--- src/rtl/oddr_test_core.sv ---
// -----------------------------------------------------------------------------
// oddr_test_core
//
// DDR output-register test block. Sends a repeating serial bit pattern on one
// pad at two bits per fabric clock: the first bit of each pair is driven while
// clk is high, the second while clk is low.
//
// Pipeline: enable register en_q -> pattern pointer / pair select ->
// ODDR capture registers d_hi / d_lo -> DDR output stage -> pin.
//
// Parameters:
//   PATTERN_W      pattern width in bits, even, 2..32
//   PATTERN        fixed pattern word, shifted out MSB first
//   USE_PRIMITIVE  0 = behavioural ODDR stage, 1 = SAME_EDGE-style ODDR cell;
//                  pin behaviour is identical
//
// Optional build macro:
//   ODDR_PRBS_EN   when defined, the pattern source is a PRBS7 LFSR
//                  (x^7+x^6+1, seed 7'h7F, two bits per cycle) and PATTERN is
//                  ignored; when undefined no LFSR logic exists.
//
// Ports:
//   clk            fabric clock (rising edge, plus the falling-phase stage)
//   rst_n          synchronous active-low reset
//   enable         synchronous run control, high = transmit
//   module_output  DDR serial data to pad
// -----------------------------------------------------------------------------
module oddr_test_core #(
  parameter int                   PATTERN_W     = 8,
  parameter logic [PATTERN_W-1:0] PATTERN       = 8'hB4,
  parameter bit                   USE_PRIMITIVE = 1'b0
) (
  input  logic clk,
  input  logic rst_n,
  input  logic enable,
  output logic module_output
);

  // ---------------------------------------------------------------------------
  // Enable register
  // ---------------------------------------------------------------------------
  logic en_d, en_q;

  always_comb begin
    en_d = enable;
  end

  // ---------------------------------------------------------------------------
  // Pattern source: produces the next (hi, lo) pair while en_q is high
  // ---------------------------------------------------------------------------
  logic d_hi_d, d_hi_q;
  logic d_lo_d, d_lo_q;

`ifdef ODDR_PRBS_EN
  localparam logic [6:0] LFSR_SEED = 7'h7F;

  logic [6:0] lfsr_d, lfsr_q;
  logic [6:0] lfsr_mid;

  // Two Fibonacci steps per enabled cycle: lfsr[6] is the output bit and
  // lfsr[6]^lfsr[5] enters at the LSB. Any idle cycle reloads the seed so
  // every run starts from the same point of the sequence.
  always_comb begin
    lfsr_mid = {lfsr_q[5:0], lfsr_q[6] ^ lfsr_q[5]};
    d_hi_d   = 1'b0;
    d_lo_d   = 1'b0;
    lfsr_d   = LFSR_SEED;
    if (en_q) begin
      d_hi_d = lfsr_q[6];
      d_lo_d = lfsr_mid[6];
      lfsr_d = {lfsr_mid[5:0], lfsr_mid[6] ^ lfsr_mid[5]};
    end
  end

  always_ff @(posedge clk) begin
    if (!rst_n) begin
      lfsr_q <= LFSR_SEED;
    end else begin
      lfsr_q <= lfsr_d;
    end
  end
`else
  localparam int IDX_W = (PATTERN_W > 2) ? $clog2(PATTERN_W) : 2;
  localparam int PTR_W = IDX_W - 1;
  localparam logic [PTR_W-1:0] PTR_LAST = PTR_W'(PATTERN_W / 2 - 1);

  logic [PTR_W-1:0] ptr_d, ptr_q;
  logic [IDX_W-1:0] hi_idx;
  logic [IDX_W-1:0] lo_idx;

  // NOTE: every always_comb output gets a default first so no path leaves a
  // signal unassigned, which would otherwise infer a latch.
  always_comb begin
    // Pair p occupies bits (W-1-2p, W-2-2p), so the MSB goes out first.
    hi_idx = IDX_W'(PATTERN_W - 1) - {ptr_q, 1'b0};
    lo_idx = hi_idx - IDX_W'(1);
    d_hi_d = 1'b0;
    d_lo_d = 1'b0;
    ptr_d  = '0;
    if (en_q) begin
      d_hi_d = PATTERN[hi_idx];
      d_lo_d = PATTERN[lo_idx];
      ptr_d  = (ptr_q == PTR_LAST) ? '0 : ptr_q + PTR_W'(1);
    end
  end

  always_ff @(posedge clk) begin
    if (!rst_n) begin
      ptr_q <= '0;
    end else begin
      ptr_q <= ptr_d;
    end
  end
`endif

  // NOTE: sequential state uses non-blocking assignments so every flop
  // samples the pre-edge values of its inputs, independent of block order.
  always_ff @(posedge clk) begin
    if (!rst_n) begin
      en_q   <= 1'b0;
      d_hi_q <= 1'b0;
      d_lo_q <= 1'b0;
    end else begin
      en_q   <= en_d;
      d_hi_q <= d_hi_d;
      d_lo_q <= d_lo_d;
    end
  end

  // ---------------------------------------------------------------------------
  // DDR output stage. d_hi_q is shown during the high phase right after the
  // capturing edge; d_lo_q is moved to the falling edge so it is stable for
  // the whole low phase, then the two are selected on clk level.
  // ---------------------------------------------------------------------------
  generate
    if (USE_PRIMITIVE) begin : g_same_edge
      // SAME_EDGE-style cell: both bits were presented on the same rising
      // edge; only the low-phase bit needs the internal falling-edge retime.
      logic d2_neg_q;

      always_ff @(negedge clk) begin
        if (!rst_n) begin
          d2_neg_q <= 1'b0;
        end else begin
          d2_neg_q <= d_lo_q;
        end
      end

      assign module_output = clk ? d_hi_q : d2_neg_q;
    end else begin : g_behav
      logic d_lo_neg_d, d_lo_neg_q;

      always_comb begin
        d_lo_neg_d = d_lo_q;
      end

      // Synchronous reset on the falling stage as well: it clears on the
      // first falling edge that sees rst_n low.
      always_ff @(negedge clk) begin
        if (!rst_n) begin
          d_lo_neg_q <= 1'b0;
        end else begin
          d_lo_neg_q <= d_lo_neg_d;
        end
      end

      assign module_output = clk ? d_hi_q : d_lo_neg_q;
    end
  endgenerate

endmodule

--- config.mk ---
export PLATFORM = sky130hd
export DESIGN_NAME = oddr_test_core
export DESIGN_NICKNAME = d
export VERILOG_FILES = /design/src/rtl/oddr_test_core.sv
export SDC_FILE = /design/constraint.sdc
export NUM_CORES = 1
export LEC_CHECK = 0
export CAP_MARGIN = 15
export CORE_AREA = 4 4 41 43
export DETAILED_ROUTE_END_ITERATION = 10
export DIE_AREA = 0 0 45 47
export GPL_TIMING_DRIVEN = 0
export PLACE_DENSITY_LB_ADDON = 0.25
export SYNTH_ARGS = -nofsm -noshare
export SYNTH_HDL_FRONTEND = slang
export SYNTH_SLANG_ARGS = --single-unit
export TNS_END_PERCENT = 50
--- constraint.sdc ---
create_clock -name clk -period 0.8 [get_ports clk]
set_input_delay 0.12 -clock clk [delete_from_list [all_inputs] [get_ports clk]]
set_output_delay 0.12 -clock clk [all_outputs]
set_load 0.05 [all_outputs]
==> results.md <==
* Status: finished with violations
* Failing checks: setup timing
* Number of nets in the layout at 30
* Routed wire per std cell at 9.53 µm
* Starting Density at 15.5%
* Mapped cell area at 201 µm²
* Total grt overflow at 0
* Clock Skew at 65.0 ps
* PortBufs at 3
* GPL Wtd Cong at 0.688
* RSZ-0062 raised after global routing: yes
* Post-CTS Setup Bufs at 0
* Yosys cell types at 9
* Setup ws final at -844 ps
* Ys async rst share at 0%
* Initial antenna violation count at 0
* Hold endpoint: en_q
* Yosys top cell by area: dfxtp_1
* Leakage at 0.141 nW
* DRT antenna net count at 0
* Worst setup SP type: flop
* Peak VDD IR at 1.32 mV
* Crit-path max FO at 1
* Register bit total from synthesis at 6
* IO Pins at 4
* DP Area at 250 µm²
* Cells after synthesis at 15
* Slowest library cell on the worst path: dfxtp_1
* Hold-fix buffers, CTS at 0
* Syn nets at 19
* Reg-to-Reg Start: d_lo_q
* Synth cell count leaders: 6 x dfxtp_1, 2 x and2_1
* Worst R2R Setup Slack at -50 ps
* Chip height at 47 µm
* Count leader, synth: dfxtp_1
* First-pass GRT wire length at 676 µm
* Area share of the largest cell type after synthesis at 59.6%
* Hold path depth at 2
* CP bufs+invs at 1
* Register area share after synthesis at 59.6%
* R2r endpoint: g_behav.d_lo_neg_q
* Design Area, Final at 319 µm²
* CP top delay family: flip-flops
* Ys Warns at 0
* Largest net degree at the start of global routing at 7
* Clock transition at the registers of the reported paths at 50 ps
* Area added between synthesis and finish at 58.4%
* HP Start: rst_n
* Vias in the first global route at 184
* Final wirelength at 381 µm
* Iteration-0 DRC count of the detailed router at 0
* Slew Viols, Final at 0
* # rows at 13
* Primary FF master, synth: dfxtp_1
* Final-report setup violation count at 5
* CP Data Required Time at 680 ps
* Die area at 2120 µm²
* CP Capture Type: output port
* Critical path type: reg -> out
* Multi-input gate area at 95.1 µm²
* Cell Chain, Critical Path: mux2_4 > buf_6
* Hold Crit Class: in -> reg
* Register area at 123 µm²
* Crit path DAT at 1520 ps
* Die width at 45 µm
* Core Util, Final at 24.5%
* Avg Inst Size Synth at 13.4 µm²
* MaxCap Viol Count at 0
* Vias/cell at 3.70
* Worst slew margin at 89.4%
* Reg2Reg Depth at 1
* Core ar. at 1300 µm²
* Pwr Density at 3000 nW/µm²
* Number of synthesized flops with an enable pin at 0
* CTS tree: built
* Vias at 148
* Slew @ Worst Pin at 159 ps
* Largest cells by area after synthesis: dfxtp_1 60%, mux2_4 7.5%, and2_1 6.2%, and4bb_2 6.2%, ha_1 6.2%
* Layout cells sized above 1 at 52.0%
* Antenna cells at 0
* Fill cell count at 151
* Slowest Stage Delay on Critical Path at 290 ps
* Final Hold Viols at 0
* Worst-Skew Late Latency at 420 ps
* GRT Util Overall at 6.33%
* Drt first pass iters at 1
* # DRC at 0
[power by group]
part | switching, mW | internal (mW) | total, mW | leakage [nW]
sequential | 0.00525 | 0.309 | 0.314 | 0.0499
combinational | 0.00686 | 0.0146 | 0.0214 | 0.0428
clock | 0.218 | 0.404 | 0.623 | 0.0481
total | 0.231 | 0.728 | 0.958 | 0.141
[cells by family after synthesis]
family / after synthesis / synth area share, %
and+or+nand+nor: 6 / 24.8
DFF: 6 / 59.6
buffers and inverters: 1 / 1.86
muxes: 1 / 7.45
adders and majority gates: 1 / 6.21
[metrics by stage]
step	hold slack [ps]	setup slack [ps]	cells	total power, mW	TNS [ps]
2_1_floorplan	242	-339	15	0.400	-528
3_3_place_gp	517	-939	33	0.426	-2020
3_5_place_dp	512	-944	33	0.427	-2020
4_1_cts	206	-861	40	0.984	-972
5_1_grt	246	-878	40	1.04	-1070
6_report	217	-844	40	0.958	-961
[placed cells by master, fill, tap and decap left out, drive strengths merged]
cell type and count:
clkbuf 7, dfxtp 6, and2 2, mux2 1, and4bb 1, and4b 1, inv 1, and3 1
and3b 1, ha 1, clkdlybuf4s50 1, dlygate4sd2 1, buf 1
[metal layers]
metal  global-route usage, %  vias up  wire length, µm
met3                    9.58        0               54
met2                    6.50        9              191
met4                    9.36        0                0
li1                        -       73                -
met1                    3.65       66              135
met5                       0        -                0
[cell type report]
| cell class | instances | share of cell area [%] |
|---|---|---|
| well taps | 15 | 5.88 |
| multi-input cells | 8 | 29.8 |
| repair buffers | 2 | 5.88 |
| clock buffers | 8 | 18.8 |
| clock inverters | 1 | 1.18 |
| flip-flops and latches | 6 | 38.4 |
[flip-flops by register name, indices dropped and copies added (netlist names)]
| name | cells |
|---|---|
| ptr_q | 2 |
| en_q | 1 |
| d_lo_q | 1 |
| d_hi_q | 1 |
| g_behav.d_lo_neg_q | 1 |
[worst max path at each step]
stage	slack (ps)	from	cells past startpoint	to
6_report	-840	g_behav.d_lo_neg_q	2	module_output
2_1_floorplan	-340	g_behav.d_lo_neg_q	1	module_output
3_3_place_gp	-940	g_behav.d_lo_neg_q	2	module_output
5_1_grt	-880	g_behav.d_lo_neg_q	2	module_output
3_5_place_dp	-940	g_behav.d_lo_neg_q	2	module_output
4_1_cts	-860	g_behav.d_lo_neg_q	2	module_output
[what timing repair did]
item	CTS	global route
resized for setup	11	1
endpoints found under the hold margin	0	0
pin swaps	3	0
setup endpoints to repair	5	5
(Power assumes the default switching activity.)
